==> src/rtl/pwf_meas.sv <==
// rtl/pwf_meas.sv - pulse width / period measurement with a first-word-fall-through result FIFO
`timescale 1ns/1ps
module pwf_meas #(
  parameter int CW    = 16,
  parameter int DEPTH = 4
) (
  input  logic                     clk11m,
  input  logic                     rst_n,
  input  logic                     i,
  input  logic                     meas_ready,
  input  logic                     clr_ovf,
  output logic                     meas_valid,
  output logic [CW-1:0]            meas_width,
  output logic [CW-1:0]            meas_period,
  output logic [$clog2(DEPTH):0]   fifo_level,
  output logic                     ovf,
  output logic                     active
);

  localparam int AW = $clog2(DEPTH);
  localparam int LW = AW + 1;
  localparam logic [LW-1:0] FULL_LVL = LW'(DEPTH);

  typedef enum logic [1:0] {S_IDLE, S_HIGH, S_LOW} state_t;

  state_t         state_q, state_d;
  logic           i_dly_q;
  logic           armed_q;
  logic [CW-1:0]  wid_q, wid_d;
  logic [CW-1:0]  per_q, per_d;
  logic [AW-1:0]  wr_ptr_q, wr_ptr_d;
  logic [AW-1:0]  rd_ptr_q, rd_ptr_d;
  logic [LW-1:0]  level_q, level_d;
  logic           valid_q, valid_d;
  logic           ovf_q, ovf_d;
  logic           active_q, active_d;
  logic [CW-1:0]  mem_w [DEPTH];
  logic [CW-1:0]  mem_p [DEPTH];

  logic rise, fall, per_max, push_req, pop, push_ok, drop;

  // armed_q masks the first cycle after reset, when i_dly_q has not yet seen i
  assign rise    = i & ~i_dly_q & armed_q;
  assign fall    = ~i & i_dly_q;
  assign per_max = (per_q == {CW{1'b1}});

  always_ff @(posedge clk11m or negedge rst_n) begin
    if (!rst_n) begin
      state_q <= S_IDLE;
    end else begin
      state_q <= state_d;
    end
  end

  always_comb begin
    state_d = state_q;
    case (state_q)
      S_IDLE: if (rise) state_d = S_HIGH;
      S_HIGH: begin
        if (per_max)   state_d = S_IDLE;
        else if (fall) state_d = S_LOW;
      end
      S_LOW: begin
        if (rise)         state_d = S_HIGH;
        else if (per_max) state_d = S_IDLE;
      end
      default: state_d = S_IDLE;
    endcase
  end

  // Counters report pre-reload values; a saturated period means the input is stuck
  always_comb begin
    push_req = (state_q == S_LOW) & rise;
    wid_d    = wid_q;
    per_d    = per_q;
    if (rise) begin
      wid_d = CW'(1);
      per_d = CW'(1);
    end else if (state_q != S_IDLE && !per_max) begin
      per_d = per_q + CW'(1);
      if (i) wid_d = wid_q + CW'(1);
    end
  end

  always_comb begin
    pop      = valid_q & meas_ready;
    push_ok  = push_req & ((level_q != FULL_LVL) | pop);
    drop     = push_req & ~push_ok;
    wr_ptr_d = push_ok ? wr_ptr_q + AW'(1) : wr_ptr_q;
    rd_ptr_d = pop ? rd_ptr_q + AW'(1) : rd_ptr_q;
    level_d  = level_q;
    if (push_ok && !pop)      level_d = level_q + LW'(1);
    else if (!push_ok && pop) level_d = level_q - LW'(1);
    valid_d  = (level_d != '0);
    ovf_d    = drop | (ovf_q & ~clr_ovf);
    active_d = (state_d != S_IDLE);
  end

  always_ff @(posedge clk11m or negedge rst_n) begin
    if (!rst_n) begin
      i_dly_q  <= 1'b0;
      armed_q  <= 1'b0;
      wid_q    <= '0;
      per_q    <= '0;
      wr_ptr_q <= '0;
      rd_ptr_q <= '0;
      level_q  <= '0;
      valid_q  <= 1'b0;
      ovf_q    <= 1'b0;
      active_q <= 1'b0;
    end else begin
      i_dly_q  <= i;
      armed_q  <= 1'b1;
      wid_q    <= wid_d;
      per_q    <= per_d;
      wr_ptr_q <= wr_ptr_d;
      rd_ptr_q <= rd_ptr_d;
      level_q  <= level_d;
      valid_q  <= valid_d;
      ovf_q    <= ovf_d;
      active_q <= active_d;
    end
  end

  always_ff @(posedge clk11m) begin
    if (push_ok) begin
      mem_w[wr_ptr_q] <= wid_q;
      mem_p[wr_ptr_q] <= per_q;
    end
  end

  assign meas_valid  = valid_q;
  assign meas_width  = valid_q ? mem_w[rd_ptr_q] : '0;
  assign meas_period = valid_q ? mem_p[rd_ptr_q] : '0;
  assign fifo_level  = level_q;
  assign ovf         = ovf_q;
  assign active      = active_q;

endmodule

==> config.mk <==
export PLATFORM = sky130hd
export DESIGN_NAME = pwf_meas
export DESIGN_NICKNAME = d
export VERILOG_FILES = /design/src/rtl/pwf_meas.sv
export SDC_FILE = /design/constraint.sdc
export NUM_CORES = 1
export LEC_CHECK = 0
export BUFFER_PORTS_ARGS = -buffer_cell sky130_fd_sc_hd__buf_4
export CELL_PAD_IN_SITES_DETAIL_PLACEMENT = 1
export CELL_PAD_IN_SITES_GLOBAL_PLACEMENT = 1
export CORE_ASPECT_RATIO = 0.8
export CORE_MARGIN = 4
export CORE_UTILIZATION = 30
export DETAILED_ROUTE_END_ITERATION = 7
export GPL_TIMING_DRIVEN = 0
export PLACE_DENSITY_LB_ADDON = 0.3
export SETUP_SLACK_MARGIN = 0.3
export SLEW_MARGIN = 20
export SYNTH_ARGS = -nofsm -noshare
export SYNTH_HDL_FRONTEND = slang
export SYNTH_SLANG_ARGS = --single-unit
==> constraint.sdc <==
create_clock -name clk11m -period 3.39 [get_ports clk11m]
set_input_delay 0.678 -clock clk11m [delete_from_list [all_inputs] [get_ports clk11m]]
set_output_delay 0.678 -clock clk11m [all_outputs]
set_load 0.02 [all_outputs]
==> results of run 1 <==
## metrics by stage
stage | area (µm²) | TNS, ns | cells
final | 8710 | 0 | 843
after floorplan | 7290 | 0 | 453
after detailed placement | 8080 | 0 | 811
after global routing | 8710 | 0 | 843
after global placement | 7990 | -58.89 | 807
after CTS | 8710 | 0 | 843
## cell families after synthesis
logic type / share of synthesized area [%]
buffers and inverters: 1.79
DFF: 68.6
other: 0.0515
xor gates and xnor gates: 3.73
muxes: 10.0
and+or+nand+nor: 11.2
adders and majority gates: 1.55
AOI/OAI and AO/OA: 3.14
## worst reg2reg max path, stage by stage, from the launching register on
cell and delay [ns]:
dfrtp_1 0.37, buf_6 0.14, nand4bb_4 0.27, or2_0 0.23
buf_2 0.17, nor2b_1 0.34, and2_2 0.56, buf_12 0.25
## cells in the final DEF, fill, tap and decap left out, drive strengths merged, types with 2 or more instances in the layout
| master | instances |
|---|---|
| o211a | 3 |
| ha | 9 |
| o2111ai | 3 |
| clkbuf | 32 |
| inv | 13 |
| nor2 | 31 |
| clkinvlp | 2 |
| buf | 55 |
| or2 | 2 |
| nand2 | 18 |
| nand3 | 10 |
| nand4 | 6 |
| o21ai | 10 |
| xor2 | 9 |
| clkinv | 3 |
| edfxtp | 128 |
| a21oi | 7 |
| nor3b | 2 |
| nor3 | 9 |
| nor2b | 3 |
| nor4 | 8 |
| and2 | 38 |
| and4 | 4 |
| dfrtp | 46 |
| and3 | 3 |
| or3 | 3 |
| xnor2 | 22 |
| bufinv | 3 |
| mux4 | 32 |
## worst max-delay path by stage
stage	start	to	slack (ns)	cells past startpoint
CTS	rd_ptr_q[1]	meas_width[10]	0.33	5
floorplan	i	mem_p[0][0]	0.53	6
detailed placement	i	mem_w[0][13]	0.34	8
global route	rd_ptr_q[1]	meas_width[10]	0.32	5
finish	rd_ptr_q[1]	meas_period[6]	0.43	5
global placement	i	mem_w[3][13]	-0.47	7
## flip-flops by register name, summed over array words and instances, names as in the netlist
register,count
armed_q,1
mem_w,64
meas_valid,1
wr_ptr_q,2
active,1
mem_p,64
rd_ptr_q,2
i_dly_q,1
wid_q,16
fifo_level,3
ovf,1
state_q,2
per_q,16
## cell type report
type	count	area, µm²	share of cell area, %
flip-flops and latches	174	4990	57.4
multi-input cells	249	2170	24.9
clock buffers	19	443	5.09
repair buffers	46	395	4.54
well taps	312	390	4.48
clock inverters	13	175	2.01
plain buffers	22	113	1.29
inverters	8	30.0	0.345
## synthesized netlist by cell type, drive strengths merged (8+ instances only)
master	instances	area (µm²)
xor2	9	78.8
xnor2	22	193
nor4	8	65.1
buf	9	51.3
clkbuf	13	48.8
inv	8	30.0
dfrtp	46	1150
and2	38	238
nor2	31	119
mux4	32	721
o21ai	10	50.1
edfxtp	128	3840
nand2	18	67.6
ha	9	113
nor3	9	45.0
nand3	10	50.1
## per-layer routing
| layer | share of wire (%) | GRT usage [%] |
|---|---|---|
| met3 | 4.0 | 2.80 |
| met2 | 48 | 19.5 |
| met5 | 0 | 0 |
| met1 | 48 | 17.9 |
| met4 | 0.26 | 4.58 |
## report_power, final
part           switching (mW)  internal (mW)  total, mW
clock                   0.831           1.19       2.03
sequential              0.168           2.43       2.60
combinational            1.03          0.931       1.96
total                    2.03           4.56       6.58
==> report_table.html, run 1 <==
<table>
<tr><th>Metric</th><th>Value</th></tr>
<tr><th colspan="2">Drt</th></tr>
<tr><td>Per-cell routed wire length</td><td>19.0 µm</td></tr>
<tr><td>DRC errors left</td><td>0</td></tr>
<tr><td>Count of nets left with antenna violations after detail routing</td><td>0</td></tr>
<tr><td>Wire length reported by the detailed router</td><td>16000 µm</td></tr>
<tr><td>Initial detailed-routing violation count</td><td>243</td></tr>
<tr><td>Post-DR vias/cell</td><td>4.69</td></tr>
<tr><td>Detailed-route via count</td><td>3951</td></tr>
<tr><td>Number of search-and-repair iterations in the first detailed-routing pass</td><td>4</td></tr>
<tr><th colspan="2">Global route</th></tr>
<tr><td>Number of global-route vias before repair</td><td>4398</td></tr>
<tr><td>First-pass GRT wire length</td><td>25800 µm</td></tr>
<tr><td>Global-route total usage across every layer</td><td>12.7%</td></tr>
<tr><td>Aggregate global routing overflow</td><td>0</td></tr>
<tr><td>Pin count of the biggest net entering global routing</td><td>47</td></tr>
<tr><td>Antenna violations before repair</td><td>0</td></tr>
<tr><th colspan="2">STA</th></tr>
<tr><td>Number of hold violations in the final report</td><td>0</td></tr>
<tr><td>Finish-stage setup viols</td><td>0</td></tr>
<tr><td>Clock Skew</td><td>0.0150 ns</td></tr>
<tr><td>Period minus WS final</td><td>2.96 ns</td></tr>
<tr><td>Transition at the pin with the smallest max-transition slack</td><td>0.694 ns</td></tr>
<tr><td>Period utilisation layout</td><td>87.5%</td></tr>
<tr><td>RSZ-0062 raised after global routing</td><td>false</td></tr>
<tr><td>Worst Hold Margin</td><td>0.254 ns</td></tr>
<tr><td>Max frequency</td><td>337 MHz</td></tr>
<tr><td>Worst-case headroom to the max-slew limit</td><td>53.6%</td></tr>
<tr><td>Final number of max-transition violations</td><td>0</td></tr>
<tr><td>Final setup margin</td><td>0.425 ns</td></tr>
<tr><th colspan="2">Clock tree</th></tr>
<tr><td>Number of resized instances in the post-cts repair step</td><td>7</td></tr>
<tr><td>Number of buffers inserted to repair setup after CTS</td><td>0</td></tr>
<tr><td>Clock tree from TritonCTS</td><td>done</td></tr>
<tr><td>Cts bufs inserted</td><td>17</td></tr>
<tr><td>Clock insertion delay at the later pin of the skew report</td><td>0.43 ns</td></tr>
<tr><td>Maximum root-to-sink buffer count</td><td>2</td></tr>
<tr><td>Number of H-tree branching levels</td><td>4</td></tr>
<tr><td>Post-CTS clock slew at the launch and capture registers of the worst setup and hold paths</td><td>0.07 ns</td></tr>
<tr><td># hold bufs at CTS</td><td>0</td></tr>
<tr><td>Clock tree root buffer cell</td><td>clkbuf_16</td></tr>
<tr><td># clock sinks</td><td>174</td></tr>
<tr><th colspan="2">Power</th></tr>
<tr><td>Power density relative to cell area</td><td>756 nW/µm²</td></tr>
<tr><td>Max IR drop VDD</td><td>0.000274 V</td></tr>
<tr><td>LEAKAGE</td><td>3.06 nW</td></tr>
<tr><td>Total Power Consumption</td><td>6.58 mW</td></tr>
<tr><th colspan="2">Floorplan</th></tr>
<tr><td>Placeable core region</td><td>23600 µm²</td></tr>
<tr><td>Total die area</td><td>26900 µm²</td></tr>
<tr><td>Effective utilization at floorplan</td><td>30.8%</td></tr>
<tr><td>Die Ht</td><td>147 µm</td></tr>
<tr><td>I/O Pins</td><td>43</td></tr>
<tr><td>Num rows</td><td>50</td></tr>
<tr><td>Overall die width</td><td>182 µm</td></tr>
<tr><th colspan="2">Synth</th></tr>
<tr><td>Number of cells produced by synthesis</td><td>453</td></tr>
<tr><td>Sequential element share of the synthesized area</td><td>68.6%</td></tr>
<tr><td>Fraction of registers with async set/reset</td><td>26.4%</td></tr>
<tr><td>Predominant post-synthesis flop cell</td><td>edfxtp_1</td></tr>
<tr><td>Synth Register Bits</td><td>174</td></tr>
<tr><td>Avg Synthesized Cell Area</td><td>16.1 µm²</td></tr>
<tr><td>Synth warn</td><td>0</td></tr>
<tr><td>Post-synthesis net count</td><td>467</td></tr>
<tr><td>Synth cell types</td><td>48</td></tr>
<tr><td>Post-synthesis instance area</td><td>7290 µm²</td></tr>
<tr><td>Number of enable flip-flop cells after synthesis</td><td>128</td></tr>
<tr><th colspan="2">Placement</th></tr>
<tr><td>Routability-driven placement congestion ratio</td><td>0.701</td></tr>
<tr><td>Setup WS pre-CTS</td><td>0.342 ns</td></tr>
<tr><td>Final HPWL from detailed placement</td><td>10400 µm</td></tr>
<tr><td>Number of I/O port buffers</td><td>42</td></tr>
<tr><th colspan="2">Finish</th></tr>
<tr><td>Antenna diode count</td><td>0</td></tr>
<tr><td>Proportion of layout cells with a drive suffix above 1</td><td>25.2%</td></tr>
<tr><td>Post-synthesis to final-layout area growth</td><td>19.5%</td></tr>
<tr><td>Layout fillers</td><td>2418</td></tr>
<tr><td>Utilization after layout</td><td>36.8%</td></tr>
<tr><td>Final-stage net count</td><td>532</td></tr>
<tr><th colspan="2">Flow run</th></tr>
<tr><td>Count of max-cap constraint violations</td><td>0</td></tr>
<tr><th colspan="2">Worst setup path</th></tr>
<tr><td>Start of the worst register-to-register path</td><td>state_q[0]</td></tr>
<tr><td>CP max-delay cell</td><td>clkbuf_2</td></tr>
<tr><td>Reg2reg setup slack</td><td>0.74 ns</td></tr>
<tr><td>Setup crit start kind</td><td>flip-flop</td></tr>
<tr><td>Class of the most critical setup path</td><td>flip-flop to output port</td></tr>
<tr><td>Worst Path Required</td><td>2.71 ns</td></tr>
<tr><td>Register-to-Register Path Depth</td><td>7</td></tr>
<tr><td>Reg-to-Reg End</td><td>mem_p[1][1]</td></tr>
<tr><td>Largest delay share family, worst path</td><td>buffers and inverters</td></tr>
<tr><td>Data arrival time of the critical path</td><td>2.29 ns</td></tr>
<tr><td>Capturing element type of the critical path</td><td>output port</td></tr>
<tr><td>CP cell instances</td><td>clkbuf_1, clkbuf_2, mux4_2, and2_1, buf_4</td></tr>
<tr><td>Count of buffer and inverter cells on the critical path</td><td>3</td></tr>
<tr><td>Slowest stage delay, CP</td><td>0.42 ns</td></tr>
<tr><td>Largest fanout of any net on the critical path</td><td>10</td></tr>
<tr><th colspan="2">Outcome</th></tr>
<tr><td>Run status</td><td>completed</td></tr>
<tr><th colspan="2">Hold path</th></tr>
<tr><td>Hold crit path type</td><td>input port to async pin</td></tr>
</table>
No activity file was read; power rests on OpenSTA's default activity.
==> run 2, diff against run 1 <==
--- a/config.mk
+++ b/config.mk
@@ -6,8 +6,6 @@
 export NUM_CORES = 1
 export LEC_CHECK = 0
 export BUFFER_PORTS_ARGS = -buffer_cell sky130_fd_sc_hd__buf_4
-export CELL_PAD_IN_SITES_DETAIL_PLACEMENT = 1
-export CELL_PAD_IN_SITES_GLOBAL_PLACEMENT = 1
 export CORE_ASPECT_RATIO = 0.8
 export CORE_MARGIN = 4
 export CORE_UTILIZATION = 30
==> run 2 against run 1 <==
Against the previous run: clock-buffer cell count fell by 1; hold slack improved by 0.0053 ns; via count fell by 0.89%; fmax rose by 1.5%; sequential power barely moved; critical endpoint is now meas_width[4]; routed wire length fell by 11%; non-clock buffer count did not move.
==> report_table.html, run 2 (synthesized netlist as in run 1, its figures left out) <==
<table>
<tr><th>Metric</th><th>Value</th></tr>
<tr><th colspan="2">Floorplan</th></tr>
<tr><td>Die Ht</td><td>147 µm (unchanged)</td></tr>
<tr><td>I/O Pins</td><td>43 (unchanged)</td></tr>
<tr><td>Placeable core region</td><td>23600 µm² (unchanged)</td></tr>
<tr><td>Overall die width</td><td>182 µm (unchanged)</td></tr>
<tr><td>Total die area</td><td>26900 µm² (unchanged)</td></tr>
<tr><td>Num rows</td><td>50 (unchanged)</td></tr>
<tr><td>Effective utilization at floorplan</td><td>30.8% (unchanged)</td></tr>
<tr><th colspan="2">Placement</th></tr>
<tr><td>Area post-placement</td><td>8110 µm² (+0.37%)</td></tr>
<tr><td>Final HPWL from detailed placement</td><td>9780 µm (-6.2%)</td></tr>
<tr><td>Setup WS pre-CTS</td><td>0.348 ns (+0.00647 ns)</td></tr>
<tr><td>Number of I/O port buffers</td><td>42 (unchanged)</td></tr>
<tr><td>Routability-driven placement congestion ratio</td><td>0.793 (+13%)</td></tr>
<tr><th colspan="2">Worst setup path</th></tr>
<tr><td>Register-to-Register Path Depth</td><td>7 (unchanged)</td></tr>
<tr><td>Count of buffer and inverter cells on the critical path</td><td>3 (unchanged)</td></tr>
<tr><td>Critical Path Source</td><td>rd_ptr_q[0]</td></tr>
<tr><td>Reg2reg setup slack</td><td>0.78 ns (+0.04 ns)</td></tr>
<tr><td>Class of the most critical setup path</td><td>flip-flop to output port</td></tr>
<tr><td>CP cell instances</td><td>clkbuf_2, clkbuf_4, mux4_2, and2_1, buf_4</td></tr>
<tr><td>Number of logic stages on the critical path including buffering</td><td>5 (unchanged)</td></tr>
<tr><td>Largest delay share family, worst path</td><td>buffers and inverters</td></tr>
<tr><td>Reg-to-Reg End</td><td>mem_p[0][3]</td></tr>
<tr><td>Data arrival time of the critical path</td><td>2.24 ns (-0.05 ns)</td></tr>
<tr><td>Start of the worst register-to-register path</td><td>state_q[0]</td></tr>
<tr><td>Largest fanout of any net on the critical path</td><td>10 (unchanged)</td></tr>
<tr><td>Capturing element type of the critical path</td><td>output port</td></tr>
<tr><td>CP max-delay cell</td><td>mux4_2</td></tr>
<tr><td>Worst Setup EP</td><td>meas_width[4]</td></tr>
<tr><td>Slowest stage delay, CP</td><td>0.52 ns (+0.10 ns)</td></tr>
<tr><td>Worst Path Required</td><td>2.71 ns (about the same)</td></tr>
<tr><td>Setup crit start kind</td><td>flip-flop</td></tr>
<tr><th colspan="2">STA</th></tr>
<tr><td>Summed negative setup slack over all endpoints</td><td>0 ns (unchanged)</td></tr>
<tr><td>Clock Skew</td><td>0.0101 ns (-0.00491 ns)</td></tr>
<tr><td>Transition at the pin with the smallest max-transition slack</td><td>0.649 ns (-0.0450 ns)</td></tr>
<tr><td>Finish-stage setup viols</td><td>0 (unchanged)</td></tr>
<tr><td>Final setup margin</td><td>0.468 ns (+0.0426 ns)</td></tr>
<tr><td>Period minus WS final</td><td>2.92 ns (-0.0426 ns)</td></tr>
<tr><td>Final number of max-transition violations</td><td>0 (unchanged)</td></tr>
<tr><td>Worst-case headroom to the max-slew limit</td><td>56.6% (+3.0 points)</td></tr>
<tr><td>Period utilisation layout</td><td>86.2% (-1.3 points)</td></tr>
<tr><td>Number of hold violations in the final report</td><td>0 (unchanged)</td></tr>
<tr><td>Max frequency</td><td>342 MHz (+1.5%)</td></tr>
<tr><td>RSZ-0062 raised after global routing</td><td>false</td></tr>
<tr><th colspan="2">Global route</th></tr>
<tr><td>Antenna violations before repair</td><td>0 (unchanged)</td></tr>
<tr><td>Pin count of the biggest net entering global routing</td><td>47 (unchanged)</td></tr>
<tr><td>Global-route total usage across every layer</td><td>11.2% (-1.5 points)</td></tr>
<tr><td>Number of global-route vias before repair</td><td>4177 (-5.0%)</td></tr>
<tr><td>First-pass GRT wire length</td><td>23500 µm (-9.1%)</td></tr>
<tr><td>Aggregate global routing overflow</td><td>0 (unchanged)</td></tr>
<tr><th colspan="2">Clock tree</th></tr>
<tr><td>Cts bufs inserted</td><td>17 (unchanged)</td></tr>
<tr><td># clock sinks</td><td>174 (unchanged)</td></tr>
<tr><td>Post-CTS clock slew at the launch and capture registers of the worst setup and hold paths</td><td>0.06 ns (about the same)</td></tr>
<tr><td>Number of buffers inserted to repair setup after CTS</td><td>0 (unchanged)</td></tr>
<tr><td>Clock insertion delay at the later pin of the skew report</td><td>0.42 ns (about the same)</td></tr>
<tr><td>Clock tree from TritonCTS</td><td>done</td></tr>
<tr><td>Clock tree root buffer cell</td><td>clkbuf_16</td></tr>
<tr><td>Number of H-tree branching levels</td><td>4 (unchanged)</td></tr>
<tr><td>Number of resized instances in the post-cts repair step</td><td>4 (-3)</td></tr>
<tr><td>Maximum root-to-sink buffer count</td><td>2 (unchanged)</td></tr>
<tr><td># hold bufs at CTS</td><td>0 (unchanged)</td></tr>
<tr><th colspan="2">Finish</th></tr>
<tr><td>Most common cell after layout, fill and taps aside</td><td>edfxtp_1</td></tr>
<tr><td>Largest registers</td><td>mem_p: 64 flops, mem_w: 64 flops</td></tr>
<tr><td>Antenna diode count</td><td>0 (unchanged)</td></tr>
<tr><td>Final design area excluding fillers</td><td>8730 µm² (+0.27%)</td></tr>
<tr><td>Most frequent cells in the layout</td><td>edfxtp_1 (128), dfrtp_1 (46), buf_4 (42), and2_1 (34), mux4_2 (32)</td></tr>
<tr><td>Proportion of layout cells with a drive suffix above 1</td><td>25.2% (unchanged)</td></tr>
<tr><td>Final-stage net count</td><td>532 (unchanged)</td></tr>
<tr><td>Post-synthesis to final-layout area growth</td><td>19.8%</td></tr>
<tr><th colspan="2">Drt</th></tr>
<tr><td>Initial detailed-routing violation count</td><td>301 (+24%)</td></tr>
<tr><td>Per-cell routed wire length</td><td>16.9 µm (-11%)</td></tr>
<tr><td>DRC errors left</td><td>0 (unchanged)</td></tr>
<tr><td>Wire length reported by the detailed router</td><td>14200 µm (-11%)</td></tr>
<tr><td>Number of search-and-repair iterations in the first detailed-routing pass</td><td>4 (unchanged)</td></tr>
<tr><td>Detailed-route via count</td><td>3916 (-0.89%)</td></tr>
<tr><td>Post-DR vias/cell</td><td>4.65 (-0.89%)</td></tr>
<tr><td>Count of nets left with antenna violations after detail routing</td><td>0 (unchanged)</td></tr>
<tr><th colspan="2">Power</th></tr>
<tr><td>Total Power Consumption</td><td>6.52 mW (-0.89%)</td></tr>
<tr><td>LEAKAGE</td><td>3.08 nW (+0.54%)</td></tr>
<tr><td>Power density relative to cell area</td><td>747 nW/µm² (-1.2%)</td></tr>
<tr><td>Max IR drop VDD</td><td>0.000319 V (+16%)</td></tr>
<tr><th colspan="2">Hold path</th></tr>
<tr><td>Hold crit path type</td><td>input port to async pin</td></tr>
<tr><th colspan="2">Outcome</th></tr>
<tr><td>Run status</td><td>completed</td></tr>
<tr><th colspan="2">Flow run</th></tr>
<tr><td>Count of max-cap constraint violations</td><td>0 (unchanged)</td></tr>
</table>
## run 2: cell types whose count changed in the layout (fill, tap and decap cells not counted), sizes merged
cell	previous run	this run
buf	55	52
clkbuf	32	34
clkinv	3	7
inv	13	12
clkinvlp	2	0
## run 2: cell type report
class,count,area [µm²]
timing repair buffer,46,425
buffer,22,113
tap,312,390
inverter,8,30.0
multi-input combinational,249,2170
clock buffer,18,429
fill,2219,14900
clock inverter,14,183
sequential,174,4990
## run 2: per-stage QoR
stage               hold WS (ns)  util, %  std cells
finish                     0.259     36.9        843
global placement           0.515     33.8        807
global route               0.293     36.9        843
detailed placement         0.542     34.3        811
floorplan                  0.382        -        453
CTS                        0.270     36.9        843
## run 2: report_power, final
group	internal (mW)	switching, mW	leakage [nW]
Clock	1.17	0.821	0.300
Sequential	2.43	0.163	1.73
Combinational	0.926	1.01	1.05
## run 2: how the worst min path moves through the flow
stage	startpoint	end
global placement	wid_q[15]	mem_w[2][15]
detailed placement	ovf	ovf
floorplan	rst_n	active
finish	rst_n	fifo_level[1]
global route	rst_n	fifo_level[1]
CTS	rst_n	ovf
## run 2: worst reg2reg max path: cells and delay by family, from the launching register on
family / cells / cell delay, ns
and+or+nand+nor: 4 / 1.39
buffers and inverters: 3 / 0.54
DFF: 1 / 0.37
## run 2: per-layer routing
metal  part of all wire (%)  GRT usage [%]
met1                     50           16.3
met4                   0.54           3.08
met5                      0              0
met3                    4.1           2.80
met2                     45           16.9
==> run 3, diff against run 2 <==
--- a/config.mk
+++ b/config.mk
@@ -11,6 +11,7 @@
 export CORE_UTILIZATION = 30
 export DETAILED_ROUTE_END_ITERATION = 7
 export GPL_TIMING_DRIVEN = 0
+export MAX_ROUTING_LAYER = met4
 export PLACE_DENSITY_LB_ADDON = 0.3
 export SETUP_SLACK_MARGIN = 0.3
 export SLEW_MARGIN = 20
==> run 3 against run 2 <==
Against the previous run: sequential power barely moved; final cell count stayed put; clock skew shrank 0.0030 ns; register-to-register slack barely moved; flip-flop and latch count is the same; utilization unchanged; via count rose by 0.49%; routed wire length decreased by 0.34%; total power barely moved; die area did not move; setup slack worse by 0.0093 ns; combinational power about the same; critical path type unchanged.
==> report_table.html, run 3 (synthesized netlist as in run 1, its figures left out) <==
<table>
<tr><th>Metric</th><th>Value</th></tr>
<tr><th colspan="2">Outcome</th></tr>
<tr><td>Run status</td><td>completed</td></tr>
<tr><th colspan="2">Global route</th></tr>
<tr><td>First-pass GRT wire length</td><td>23500 µm (+0.20%)</td></tr>
<tr><td>Pin count of the biggest net entering global routing</td><td>47 (unchanged)</td></tr>
<tr><td>Aggregate global routing overflow</td><td>0 (unchanged)</td></tr>
<tr><td>Antenna violations before repair</td><td>0 (unchanged)</td></tr>
<tr><td>Busiest grt layer</td><td>met2</td></tr>
<tr><td>Met1 global-route usage</td><td>16.4% (+0.13 points)</td></tr>
<tr><td>Global-route met3 utilization</td><td>2.76% (-0.049 points)</td></tr>
<tr><td>Global-route total usage across every layer</td><td>11.6% (+0.37 points)</td></tr>
<tr><td>Met2 Resource Use GR</td><td>16.9% (unchanged)</td></tr>
<tr><td>Number of global-route vias before repair</td><td>4168 (-0.22%)</td></tr>
<tr><th colspan="2">Finish</th></tr>
<tr><td>Proportion of layout cells with a drive suffix above 1</td><td>25.2% (unchanged)</td></tr>
<tr><td>Layout fillers</td><td>2219 (unchanged)</td></tr>
<tr><td>Most common cell after layout, fill and taps aside</td><td>edfxtp_1</td></tr>
<tr><td>Largest registers</td><td>mem_p: 64 flops, mem_w: 64 flops</td></tr>
<tr><td>Area used by sequential logic in the layout</td><td>4990 µm² (unchanged)</td></tr>
<tr><td>Final-stage net count</td><td>532 (unchanged)</td></tr>
<tr><td>Post-Layout Cell Count</td><td>843 (unchanged)</td></tr>
<tr><td>Area occupied by multi-input gates</td><td>2170 µm² (unchanged)</td></tr>
<tr><td>Utilization after layout</td><td>36.9% (unchanged)</td></tr>
<tr><td>Most frequent cells in the layout</td><td>edfxtp_1 (128), dfrtp_1 (46), buf_4 (42), and2_1 (34), mux4_2 (32)</td></tr>
<tr><td>Antenna diode count</td><td>0 (unchanged)</td></tr>
<tr><td>Post-synthesis to final-layout area growth</td><td>19.8% (unchanged)</td></tr>
<tr><th colspan="2">Power</th></tr>
<tr><td>Max IR drop VDD</td><td>0.000318 V (-0.16%)</td></tr>
<tr><td>Power density relative to cell area</td><td>747 nW/µm² (about the same)</td></tr>
<tr><td>LEAKAGE</td><td>3.08 nW (unchanged)</td></tr>
<tr><th colspan="2">Placement</th></tr>
<tr><td>Placed cell count</td><td>811 (unchanged)</td></tr>
<tr><td>Number of I/O port buffers</td><td>42 (unchanged)</td></tr>
<tr><td>Setup WS pre-CTS</td><td>0.348 ns (unchanged)</td></tr>
<tr><td>Routability-driven placement congestion ratio</td><td>0.805 (+1.4%)</td></tr>
<tr><td>Final HPWL from detailed placement</td><td>9780 µm (unchanged)</td></tr>
<tr><th colspan="2">STA</th></tr>
<tr><td>Finish-stage setup viols</td><td>0 (unchanged)</td></tr>
<tr><td>Summed negative setup slack over all endpoints</td><td>0 ns (unchanged)</td></tr>
<tr><td>Period minus WS final</td><td>2.93 ns (+0.00931 ns)</td></tr>
<tr><td>Worst-case headroom to the max-slew limit</td><td>55.5% (-1.1 points)</td></tr>
<tr><td>RSZ-0062 raised after global routing</td><td>false</td></tr>
<tr><td>Clock Skew</td><td>0.00711 ns (-0.00299 ns)</td></tr>
<tr><td>Final number of max-transition violations</td><td>0 (unchanged)</td></tr>
<tr><td>Number of hold violations in the final report</td><td>0 (unchanged)</td></tr>
<tr><td>Transition at the pin with the smallest max-transition slack</td><td>0.665 ns (+0.0164 ns)</td></tr>
<tr><td>Worst Hold Margin</td><td>0.256 ns (-0.00314 ns)</td></tr>
<tr><td>Period utilisation layout</td><td>86.5% (+0.27 points)</td></tr>
<tr><td>Max frequency</td><td>341 MHz (-0.32%)</td></tr>
<tr><td>Final setup margin</td><td>0.459 ns (-0.00931 ns)</td></tr>
<tr><th colspan="2">Worst setup path</th></tr>
<tr><td>Setup crit start kind</td><td>flip-flop</td></tr>
<tr><td>Worst Path Required</td><td>2.71 ns (about the same)</td></tr>
<tr><td>Class of the most critical setup path</td><td>flip-flop to output port</td></tr>
<tr><td>Data arrival time of the critical path</td><td>2.25 ns (about the same)</td></tr>
<tr><td>CP cell instances</td><td>clkbuf_2, clkbuf_4, mux4_2, and2_1, buf_4</td></tr>
<tr><td>Largest fanout of any net on the critical path</td><td>10 (unchanged)</td></tr>
<tr><td>Capturing element type of the critical path</td><td>output port</td></tr>
<tr><td>CP max-delay cell</td><td>mux4_2</td></tr>
<tr><td>Slowest stage delay, CP</td><td>0.52 ns (about the same)</td></tr>
<tr><th colspan="2">Drt</th></tr>
<tr><td>Post-DR vias/cell</td><td>4.67 (+0.49%)</td></tr>
<tr><td>DRC errors left</td><td>0 (unchanged)</td></tr>
<tr><td>Wire length reported by the detailed router</td><td>14200 µm (-0.34%)</td></tr>
<tr><td>Detailed-route via count</td><td>3935 (+0.49%)</td></tr>
<tr><td>Per-cell routed wire length</td><td>16.8 µm (-0.34%)</td></tr>
<tr><td>Number of search-and-repair iterations in the first detailed-routing pass</td><td>5 (+1)</td></tr>
<tr><td>Count of nets left with antenna violations after detail routing</td><td>0 (unchanged)</td></tr>
<tr><td>Initial detailed-routing violation count</td><td>300 (-0.33%)</td></tr>
<tr><th colspan="2">Clock tree</th></tr>
<tr><td># hold bufs at CTS</td><td>0 (unchanged)</td></tr>
<tr><td>Post-CTS clock slew at the launch and capture registers of the worst setup and hold paths</td><td>0.06 ns (about the same)</td></tr>
<tr><td>Clock tree root buffer cell</td><td>clkbuf_16</td></tr>
<tr><td>Cts bufs inserted</td><td>17 (unchanged)</td></tr>
<tr><td>Clock tree from TritonCTS</td><td>done</td></tr>
<tr><td>Number of H-tree branching levels</td><td>4 (unchanged)</td></tr>
<tr><td>Clock insertion delay at the later pin of the skew report</td><td>0.42 ns (about the same)</td></tr>
<tr><td># clock sinks</td><td>174 (unchanged)</td></tr>
<tr><td>Maximum root-to-sink buffer count</td><td>2 (unchanged)</td></tr>
<tr><th colspan="2">Floorplan</th></tr>
<tr><td>Overall die width</td><td>182 µm (unchanged)</td></tr>
<tr><td>Num rows</td><td>50 (unchanged)</td></tr>
<tr><td>Total die area</td><td>26900 µm² (unchanged)</td></tr>
<tr><td>Effective utilization at floorplan</td><td>30.8% (unchanged)</td></tr>
<tr><td>Placeable core region</td><td>23600 µm² (unchanged)</td></tr>
<tr><td>I/O Pins</td><td>43 (unchanged)</td></tr>
<tr><td>Die Ht</td><td>147 µm (unchanged)</td></tr>
<tr><th colspan="2">Flow run</th></tr>
<tr><td>Count of max-cap constraint violations</td><td>0 (unchanged)</td></tr>
<tr><th colspan="2">Hold path</th></tr>
<tr><td>Hold crit path type</td><td>input port to async pin</td></tr>
</table>
run 3: repair_timing:
| item | CTS | global route |
|---|---|---|
| pin swaps | 0 | 0 |
| resized for setup | 4 | 3 |
| cloned | 0 | 0 |
| setup endpoints to repair | 29 | 24 |
| buffers inserted | 0 | 0 |
run 3: path summary, 6_finish.rpt:
check | from | endpoint | slack, ns | cells after the start
worst max register to register | state_q[0] | mem_p[0][4] | 0.79 | 7
max in group asynchronous | rst_n | wid_q[5] | 2.69 | 1
min in group clk11m | i | i_dly_q | 0.39 | 1
worst min-delay path | rst_n | fifo_level[1] | 0.26 | 1
worst min register to register | ovf | ovf | 0.55 | 2
worst max-delay path | rd_ptr_q[0] | meas_width[4] | 0.46 | 5
run 3: cell type report:
| type | count | share of cell area (%) |
|---|---|---|
| flip-flops and latches | 174 | 57.2 |
| well taps | 312 | 4.47 |
| plain buffers | 22 | 1.29 |
| repair buffers | 46 | 4.87 |
| clock inverters | 14 | 2.09 |
| multi-input cells | 249 | 24.8 |
| inverters | 8 | 0.344 |
| clock buffers | 18 | 4.92 |
run 3: where the power goes:
group | internal, mW | switching, mW | leakage, nW | total [mW]
Combinational | 0.926 | 1.01 | 1.05 | 1.93
Sequential | 2.43 | 0.164 | 1.73 | 2.60
Clock | 1.17 | 0.821 | 0.300 | 2.00
run 3: per-stage QoR:
stage,instance area [µm²],power (mW)
global placement,7990,4.56
CTS,8720,6.61
detailed placement,8110,4.60
finish,8730,6.52
global route,8730,6.90
floorplan,7290,3.87
run 3: layer usage:
| layer | share of wire [%] | wire (µm) |
|---|---|---|
| met1 | 50 | 7130 |
| met2 | 45 | 6440 |
| met4 | 0.84 | 119 |
| met3 | 3.5 | 493 |
| met5 | 0 | 0 |
run 3: worst max-delay path, delay by kind of cell (launching register included):
kind                   cells  cell delay, ns
buffers and inverters      3            0.78
AND/OR/NAND/NOR            1            0.20
flip-flops                 1            0.32
multiplexers               1            0.52
